<file path="config.mk">
export PLATFORM = sky130hd
export DESIGN_NAME = control_unit_flat
export DESIGN_NICKNAME = d
export VERILOG_FILES = /design/src/rtl/control_unit_pkg.sv /design/src/rtl/control_unit_if.sv /design/src/rtl/control_unit.sv /design/src/flat_wrapper.sv
export SDC_FILE = /design/constraint.sdc
export NUM_CORES = 1
export LEC_CHECK = 0
export CAP_MARGIN = 20
export CORE_ASPECT_RATIO = 1.5
export CORE_UTILIZATION = 44
export DETAILED_ROUTE_END_ITERATION = 10
export PLACE_DENSITY = 0.78
export SYNTH_ARGS = -nofsm -noshare
export SYNTH_HDL_FRONTEND = slang
export SYNTH_SLANG_ARGS = --single-unit
</file>
<file path="constraint.sdc">
create_clock -name clk -period 2.15 [get_ports clk]
set_clock_uncertainty 0.2 [all_clocks]
set_input_delay 0.3225 -clock clk [delete_from_list [all_inputs] [get_ports clk]]
set_output_delay 0.3225 -clock clk [all_outputs]
set_load 0.02 [all_outputs]
</file>
<file path="src/rtl/control_unit_pkg.sv">
// Shared definitions for the instruction sequencer: widths, states, field offsets.
// Latency: n/a (types and constants only).
// Backpressure: n/a.
package control_unit_pkg;

    localparam int PC_W    = 8;   // program counter width
    localparam int INSTR_W = 15;  // instruction word width
    localparam int JT_W    = 6;   // jump-target field width

    // Instruction field offsets
    localparam int F_ALU_LSB  = 0;  // [3:0]  ALU select
    localparam int F_ALU_W    = 4;
    localparam int F_LD_B     = 4;  // [4]    register_b load
    localparam int F_LD_A     = 5;  // [5]    register_a load
    localparam int F_JMP      = 6;  // [6]    jump enable
    localparam int F_COND_LSB = 7;  // [8:7]  jump condition
    localparam int F_TGT_LSB  = 9;  // [14:9] jump target

    // An all-ones word stops the sequencer until reset.
    localparam logic [INSTR_W-1:0] HALT_INSTR = {INSTR_W{1'b1}};

    typedef enum logic [2:0] {
        ST_IDLE  = 3'd0,
        ST_FETCH = 3'd1,
        ST_EXEC  = 3'd2,
        ST_WB    = 3'd3,
        ST_HALT  = 3'd4
    } state_t;

    typedef enum logic [1:0] {
        COND_ALWAYS = 2'b00,
        COND_Z      = 2'b01,
        COND_N      = 2'b10,
        COND_C      = 2'b11
    } cond_t;

    // Packed so it maps directly onto the {c,n,z} flags bus.
    typedef struct packed {
        logic c;
        logic n;
        logic z;
    } flags_t;

endpackage

</file>
<file path="src/rtl/control_unit_if.sv">
// Bundle between the sequencer and its datapath (instruction memory, ALU, PC, registers).
// Latency: n/a (wiring only).
// Backpressure: none; strobes are single-cycle commands, the datapath must accept them.
//   master: sequencer side (drives alu_s, load/PC strobes, step_done, halted, flags)
//   slave : datapath/environment side (drives run, step_req, instr, ALU flags)
interface control_unit_if;
    import control_unit_pkg::*;

    logic               run;
    logic               step_req;
    logic [INSTR_W-1:0] instr;
    logic               alu_z;
    logic               alu_n;
    logic               alu_c;

    logic [F_ALU_W-1:0] alu_s;
    logic               ld_a;
    logic               ld_b;
    logic               pc_inc;
    logic               pc_load;
    logic [PC_W-1:0]    pc_load_val;
    logic               step_done;
    logic               halted;
    logic [2:0]         flags;

    modport master (
        input  run, step_req, instr, alu_z, alu_n, alu_c,
        output alu_s, ld_a, ld_b, pc_inc, pc_load, pc_load_val,
               step_done, halted, flags
    );

    modport slave (
        output run, step_req, instr, alu_z, alu_n, alu_c,
        input  alu_s, ld_a, ld_b, pc_inc, pc_load, pc_load_val,
               step_done, halted, flags
    );

endinterface

</file>
<file path="src/rtl/control_unit.sv">
// Multi-cycle sequencer: FETCH latches the word, EXEC lets the ALU settle, WB fires strobes.
// Latency: 3 cycles per instruction; step_req -> step_done in 3 cycles.
// Backpressure: none; step_req outside IDLE is dropped, run is sampled only in IDLE and at WB.
//   clk, rst_n : clock and asynchronous active-low reset
//   bus        : control_unit_if.master (run/step in, instr, ALU flags in; strobes, status out)
module control_unit
    import control_unit_pkg::*;
(
    input  logic           clk,
    input  logic           rst_n,
    control_unit_if.master bus
);

    state_t             state_q;
    logic [INSTR_W-1:0] instr_q;
    flags_t             flags_q;
    logic               run_mode_q;
    logic               ld_a_q;
    logic               ld_b_q;
    logic               pc_inc_q;
    logic               pc_load_q;
    logic               step_done_q;
    logic               halted_q;
    logic               take_jump;

    // Condition uses the flags captured by the previous WB, not the live ALU output.
    always_comb begin
        take_jump = 1'b0;
        if (instr_q[F_JMP]) begin
            case (cond_t'(instr_q[F_COND_LSB +: 2]))
                COND_ALWAYS: take_jump = 1'b1;
                COND_Z:      take_jump = flags_q.z;
                COND_N:      take_jump = flags_q.n;
                COND_C:      take_jump = flags_q.c;
                default:     take_jump = 1'b0;
            endcase
        end
    end

    always_ff @(posedge clk or negedge rst_n) begin
        if (!rst_n) begin
            state_q     <= ST_IDLE;
            instr_q     <= '0;
            flags_q     <= '0;
            run_mode_q  <= 1'b0;
            ld_a_q      <= 1'b0;
            ld_b_q      <= 1'b0;
            pc_inc_q    <= 1'b0;
            pc_load_q   <= 1'b0;
            step_done_q <= 1'b0;
            halted_q    <= 1'b0;
        end else begin
            // Strobes are registered one cycle ahead (on EXEC->WB) so they are
            // high exactly during WB; default them low every other cycle.
            ld_a_q      <= 1'b0;
            ld_b_q      <= 1'b0;
            pc_inc_q    <= 1'b0;
            pc_load_q   <= 1'b0;
            step_done_q <= 1'b0;

            case (state_q)
                ST_IDLE: begin
                    if (bus.run || bus.step_req) begin
                        state_q    <= ST_FETCH;
                        run_mode_q <= bus.run;   // run wins when both are present
                    end
                end
                ST_FETCH: begin
                    instr_q <= bus.instr;
                    state_q <= ST_EXEC;
                end
                ST_EXEC: begin
                    if (instr_q == HALT_INSTR) begin
                        state_q  <= ST_HALT;
                        halted_q <= 1'b1;
                    end else begin
                        state_q     <= ST_WB;
                        ld_a_q      <= instr_q[F_LD_A];
                        ld_b_q      <= instr_q[F_LD_B];
                        pc_load_q   <= take_jump;
                        pc_inc_q    <= ~take_jump;
                        step_done_q <= ~run_mode_q;
                    end
                end
                ST_WB: begin
                    flags_q <= '{c: bus.alu_c, n: bus.alu_n, z: bus.alu_z};
                    state_q <= (run_mode_q && bus.run) ? ST_FETCH : ST_IDLE;
                end
                ST_HALT: begin
                    state_q <= ST_HALT;
                end
                default: begin
                    state_q <= ST_IDLE;
                end
            endcase
        end
    end

    // alu_s and the jump target come straight from the latched word, so they
    // hold their last value through IDLE and are zero after reset.
    assign bus.alu_s       = instr_q[F_ALU_LSB +: F_ALU_W];
    assign bus.pc_load_val = {{(PC_W-JT_W){1'b0}}, instr_q[F_TGT_LSB +: JT_W]};
    assign bus.ld_a        = ld_a_q;
    assign bus.ld_b        = ld_b_q;
    assign bus.pc_inc      = pc_inc_q;
    assign bus.pc_load     = pc_load_q;
    assign bus.step_done   = step_done_q;
    assign bus.halted      = halted_q;
    assign bus.flags       = flags_q;

endmodule

</file>
<file path="src/flat_wrapper.sv">
// flat-port wrapper written by rule: the top's interface ports become plain ports
module control_unit_flat import control_unit_pkg::*;
  (clk, rst_n, bus_run, bus_step_req, bus_instr, bus_alu_z, bus_alu_n, bus_alu_c, bus_alu_s, bus_ld_a, bus_ld_b, bus_pc_inc, bus_pc_load, bus_pc_load_val, bus_step_done, bus_halted, bus_flags);
  control_unit_if bus_i ();
  input  logic clk;
  input  logic rst_n;
  input wire logic [$bits(bus_i.run)-1:0] bus_run;
  input wire logic [$bits(bus_i.step_req)-1:0] bus_step_req;
  input wire logic [$bits(bus_i.instr)-1:0] bus_instr;
  input wire logic [$bits(bus_i.alu_z)-1:0] bus_alu_z;
  input wire logic [$bits(bus_i.alu_n)-1:0] bus_alu_n;
  input wire logic [$bits(bus_i.alu_c)-1:0] bus_alu_c;
  output wire logic [$bits(bus_i.alu_s)-1:0] bus_alu_s;
  output wire logic [$bits(bus_i.ld_a)-1:0] bus_ld_a;
  output wire logic [$bits(bus_i.ld_b)-1:0] bus_ld_b;
  output wire logic [$bits(bus_i.pc_inc)-1:0] bus_pc_inc;
  output wire logic [$bits(bus_i.pc_load)-1:0] bus_pc_load;
  output wire logic [$bits(bus_i.pc_load_val)-1:0] bus_pc_load_val;
  output wire logic [$bits(bus_i.step_done)-1:0] bus_step_done;
  output wire logic [$bits(bus_i.halted)-1:0] bus_halted;
  output wire logic [$bits(bus_i.flags)-1:0] bus_flags;
  assign bus_i.run = bus_run;
  assign bus_i.step_req = bus_step_req;
  assign bus_i.instr = bus_instr;
  assign bus_i.alu_z = bus_alu_z;
  assign bus_i.alu_n = bus_alu_n;
  assign bus_i.alu_c = bus_alu_c;
  assign bus_alu_s = bus_i.alu_s;
  assign bus_ld_a = bus_i.ld_a;
  assign bus_ld_b = bus_i.ld_b;
  assign bus_pc_inc = bus_i.pc_inc;
  assign bus_pc_load = bus_i.pc_load;
  assign bus_pc_load_val = bus_i.pc_load_val;
  assign bus_step_done = bus_i.step_done;
  assign bus_halted = bus_i.halted;
  assign bus_flags = bus_i.flags;
  control_unit u_core (.clk(clk), .rst_n(rst_n), .bus(bus_i));
endmodule
</file>
==> out/qor.txt, run 1 <==
Final hold slack = 0.2214 ns
Root Buffer = clkbuf_8
Filler cells = 229
Dpl hpwl = 1.734 mm
Seq cells post-synth = 28
Synthesized area = 1281 um^2
Clock Latency Late Sink = 0.27 ns
Fin. max-slew vios = 0
Post-CTS Hold Fix Bufs = 0
Tot GR Track Use = 16.34%
CTS H-Tree Depth = 1
Global Route met3 Usage = 1.847%
Crit path kind = reg -> out
Clock buffer depth = 2
N_diodes = 0
Power per cell area = 1526 nW/um^2
Nets = 145
Min cycle time layout = 1.800 ns
Buf+Inv Stages, Crit Path = 1
Vias per cell = 5.000
GR peak layer = met2
Max-Cap Viols = 0
Synth Area per Inst = 14.24 um^2
Leakage = 0.7411 nW
Outcome = complete, no violations
Clock-pin slew on the worst setup and hold paths = 0.09 ns
Port bufs = 40
Reg-to-Reg End = u_core.bus.pc_load
Initial antenna violation count = 0
Vias in the first global route = 796
Crit path cell chain = clkdlybuf4s50_1
Fin. Hold Viols = 0
Gate Count Post-Synth = 90
Global route overflow = 0
Crit-path max cell delay = 0.61 ns
Worst R2R Setup Slack = 0.46 ns
Share of layout cells above drive strength 1 = 22.13%
CP endpoint kind = output pin
Die X = 46.06 um
EDFF count, synth = 0
Slew headroom = 66.87%
Worst-margin pin slew = 0.4933 ns
CP required = 1.63 ns
Final Util = 62.67%
RSZ-0062 raised after global routing = false
Area grow syn2layout = 32.32%
Post-synth cell types = 27
ANT nets after route = 0
Starting Density = 47.36%
Die Span Y = 68.09 um
Ports = 43
Slowest stage cell, crit path = clkdlybuf4s50_1
Top cells by area, synth = dfrtp_1, mux2_4, mux2_2, buf_4, nor3b_1
Max VDD drop = 1.070 mV
Synth Flop Type = dfrtp_1
Number of setup buffers added after CTS = 0
Largest net degree at the start of global routing = 29
Fin crit share = 83.71%
Critical Path AT = 1.28 ns
HP Class = in -> async
Post-Route WL = 2.322 mm
Reg2reg start = u_core.instr_q[6]
M1 GR Usage = 21.03%
Worst reg2reg path depth = 3
WL/cell = 14.60 um
Core area = 2705 um^2
First-pass GRT wire length = 3.615 mm
Starting DRT DRC Count = 6
RePlAce Congestion = 0.7208
Number of buffers created by CTS = 3
Total number of vias = 795
TritonCTS clock tree = built
Row count = 23
# clock sinks = 28
Post-CTS resize count = 0
Startpoint types = register
Family with the most delay on the worst path = buffers and inverters
GR Util met2 = 25.70%
Final TNS setup = 0 ns
Yosys synthesis warning count = 0
Drt drc = 0
Tot Pwr = 2.587 mW
Post-synth ARST share = 100.0%
Die Area = 3136 um^2
# setup viols final = 0
Drt first pass iters = 4
Synth top area share = 54.69%
Post-synthesis sequential area ratio = 54.69%
Post-synth top area cell = dfrtp_1
CP Max Fanout = 3
Fmax = 555.6 MHz
==> layer usage <==
metal	share of wire, %	wire length, um
met5	0	0
met4	2.7	63
met3	5.8	135
met2	51	1190
met1	40	933
==> worst max-delay path by stage <==
stage,startpoint,cells after the start,endpoint
floorplan,u_core.state_q[1],4,u_core.instr_q[0]
global placement,u_core.instr_q[6],3,u_core.bus.pc_load
detailed placement,u_core.instr_q[6],3,u_core.bus.pc_load
CTS,u_core.instr_q[9],1,bus_pc_load_val[0]
global route,u_core.instr_q[10],1,bus_pc_load_val[1]
finish,u_core.instr_q[2],1,bus_alu_s[2]
==> report_power, final <==
part / internal, mW / switching [mW]
Combinational: 0.695 / 0.511
Sequential: 0.771 / 0.203
Clock: 0.249 / 0.158
Total: 1.72 / 0.872
==> worst register-to-register path: stages, from the launching register on <==
cell,delay [ns]
dfrtp_1,0.41
nand4_1,0.18
nor4_4,0.54
and4b_1,0.26
==> synth_stat cells, types with 2 or more instances <==
cell and number:
mux2_4 9, buf_4 13, nor3_1 2, a21o_1 2
nor3b_1 4, nand4_1 4, dfrtp_1 28, mux2_2 9
==> logic make-up (layout without fill, tap and decap cells) <==
group	after synthesis	count (layout)	share of synthesized area, %
AND/OR/NAND/NOR	18	18	11.23
flip-flops	28	28	54.69
AO/OA/AOI/OAI	8	8	4.688
other	1	2	0.2927
multiplexers	19	19	19.24
buffers and inverters	16	47	9.862
==> placed cells by master, fill, tap and decap left out, types with 2 or more instances in the layout <==
cell / n
dfrtp_1: 28
nor3b_1: 4
conb_1: 2
buf_4: 2
a21o_1: 2
mux2_4: 9
mux2_2: 9
clkdlybuf4s50_1: 40
clkbuf_8: 3
nor3_1: 2
nand4_1: 4
==> flip-flops by register name (all words and copies together), names as in the netlist <==
| signal | count |
|---|---|
| u_core.bus.pc_inc | 1 |
| u_core.bus.step_done | 1 |
| u_core.bus.ld_a | 1 |
| u_core.bus.halted | 1 |
| u_core.instr_q | 15 |
| u_core.bus.pc_load | 1 |
| u_core.bus.flags | 3 |
| u_core.state_q | 3 |
| u_core.run_mode_q | 1 |
| u_core.bus.ld_b | 1 |
==> metrics by stage <==
| stage | worst slack [ns] | instances | instance area, um^2 |
|---|---|---|---|
| after floorplan | 0.5013 | 91 | 1285 |
| after global placement | 0.5054 | 155 | 1624 |
| after detailed placement | 0.4616 | 155 | 1624 |
| after CTS | 0.3375 | 159 | 1695 |
| after global routing | 0.2953 | 159 | 1695 |
| final | 0.3502 | 159 | 1695 |
==> cell type report <==
| type | count | area (um^2) | share of cell area, % |
|---|---|---|---|
| well taps | 37 | 46.29 | 2.731 |
| clock buffers | 3 | 41.29 | 2.435 |
| multi-input cells | 47 | 457.9 | 27.01 |
| inverters | 1 | 3.754 | 0.2214 |
| clock inverters | 1 | 30.03 | 1.771 |
| repair buffers | 42 | 415.4 | 24.50 |
| flip-flops and latches | 28 | 700.7 | 41.33 |
Power figures use the tool's default switching activity.
==> run 2, diff against run 1 <==
==> constraint.sdc (replaced) <==
create_clock -name clk -period 1.9 [get_ports clk]
set_clock_uncertainty 0.2 [all_clocks]
set_input_delay 0.285 -clock clk [delete_from_list [all_inputs] [get_ports clk]]
set_output_delay 0.285 -clock clk [all_outputs]
set_load 0.02 [all_outputs]
==> out/qor.txt, run 2 (synthesis results as in run 1) <==
Family with the most delay on the worst path = buffers and inverters
Number of setup buffers added after CTS = 0
Filler cells = 217
Clock Latency Late Sink = 0.27 ns
Post-Route WL = 2.524 mm
Share of layout cells above drive strength 1 = 22.13%
Row count = 23
Clock buffer depth = 2
Initial antenna violation count = 0
Die Span Y = 68.09 um
Comb pwr share = 49.0%
Fin. Hold Viols = 0
Global route overflow = 0
Dpl ws = 0.2413 ns
Dpl hpwl = 1.929 mm
Crit path kind = reg -> out
Final WS setup = 0.1402 ns
Vias per cell = 5.145
Fin area = 1692 um^2
Die Area = 3136 um^2
Startpoint types = register
Crit path cell chain = clkdlybuf4s50_1
CTS H-Tree Depth = 1
Net Sw Power = 1.006 mW
DP Cell Count = 155
Starting Density = 47.36%
Clock-pin slew on the worst setup and hold paths = 0.09 ns
Buf+Inv Stages, Crit Path = 1
Top reg by flops = u_core.instr_q
Fin crit share = 92.62%
Area grow syn2layout = 32.03%
Max-Cap Viols = 0
Commonest non-fill, non-tap cell in the layout = clkdlybuf4s50_1
RePlAce Congestion = 0.7206
Vias in the first global route = 878
CP Max Fanout = 3
Slowest stage cell, crit path = clkdlybuf4s50_1
First-pass GRT wire length = 3.960 mm
Ports = 43
ANT nets after route = 0
Final hold slack = 0.1815 ns
Internal power = 1.871 mW
CP required = 1.41 ns
HP Class = in -> async
N_diodes = 0
Port bufs = 40
Total number of vias = 818
Max reg flops = 15
Drt first pass iters = 4
RSZ-0062 raised after global routing = false
Root Buffer = clkbuf_8
Worst R2R Setup Slack = 0.24 ns
Clock power frac = 12.5%
Power per cell area = 1701 nW/um^2
Switching Share = 34.95%
Post-CTS Hold Fix Bufs = 0
Max VDD drop = 1.078 mV
Drt drc = 0
Tot GR Track Use = 17.71%
Commonest cells after routing, fill and taps aside = clkdlybuf4s50_1, dfrtp_1, mux2_4, mux2_2
Fmax = 568.3 MHz
WL/cell = 15.87 um
Final TNS setup = 0 ns
Post-CTS resize count = 0
Core area = 2705 um^2
Crit-path max cell delay = 0.62 ns
Leakage = 0.7378 nW
Starting DRT DRC Count = 33
Fin. max-slew vios = 0
CP endpoint kind = output pin
Outcome = complete, no violations
Largest net degree at the start of global routing = 29
Number of buffers created by CTS = 3
Reg power frac = 38.5%
Die X = 46.06 um
Post-DP Area = 1637 um^2
# clock sinks = 28
Nets = 145
Critical Path AT = 1.27 ns
Non-Filler Instances = 159
# setup viols final = 0
Min cycle time layout = 1.760 ns
TritonCTS clock tree = built
-- run 2: cell types whose count changed in the layout (fill, tap and decap cells not counted), sizes merged --
cell,delta
bufinv,-1
clkbuf,+1
-- run 2: per-stage QoR --
step	util, %	power [mW]
2_1_floorplan	-	2.141
3_3_place_gp	60.50	2.478
3_5_place_dp	60.50	2.538
4_1_cts	62.53	2.899
5_1_grt	62.53	3.036
6_report	62.53	2.877
-- run 2: area by class of cell --
class | count | area, um^2 | area share [%]
multi-input cells | 47 | 457.9 | 27.07
flip-flops and latches | 28 | 700.7 | 41.42
inverters | 1 | 3.754 | 0.2219
well taps | 37 | 46.29 | 2.737
repair buffers | 42 | 427.9 | 25.30
clock buffers | 4 | 55.05 | 3.254
-- run 2: final timing paths --
check                                        from              endpoint  cells past startpoint
min in group clk                u_core.run_mode_q  u_core.bus.step_done                      1
worst max register to register  u_core.instr_q[6]    u_core.bus.pc_load                      3
worst max-delay path            u_core.instr_q[3]          bus_alu_s[3]                      1
worst min register to register  u_core.run_mode_q  u_core.bus.step_done                      1
worst min-delay path                        rst_n       u_core.bus.ld_a                      2
max in group asynchronous                   rst_n     u_core.instr_q[8]                      2
-- run 2: metal layers --
| metal | vias up | wire, um | track usage (%) |
|---|---|---|---|
| met5 | - | 0 | 0 |
| met4 | 0 | 27 | 6.618 |
| met3 | 2 | 133 | 1.583 |
| met2 | 34 | 1415 | 32.39 |
| met1 | 408 | 947 | 20.58 |
| li1 | 374 | - | - |
-- run 2: power by group through the flow --
stage	clock [mW]	combinational, mW	sequential, mW
global route	0.394	1.50	1.14
detailed placement	0	1.42	1.12
finish	0.360	1.41	1.11
floorplan	0	1.01	1.13
CTS	0.367	1.42	1.11
global placement	0	1.38	1.10
-- run 2: worst reg2reg max path, delay by kind of cell, from the launching register on --
family / cells / cell delay [ns]
and+or+nand+nor: 3 / 0.96
DFF: 1 / 0.40
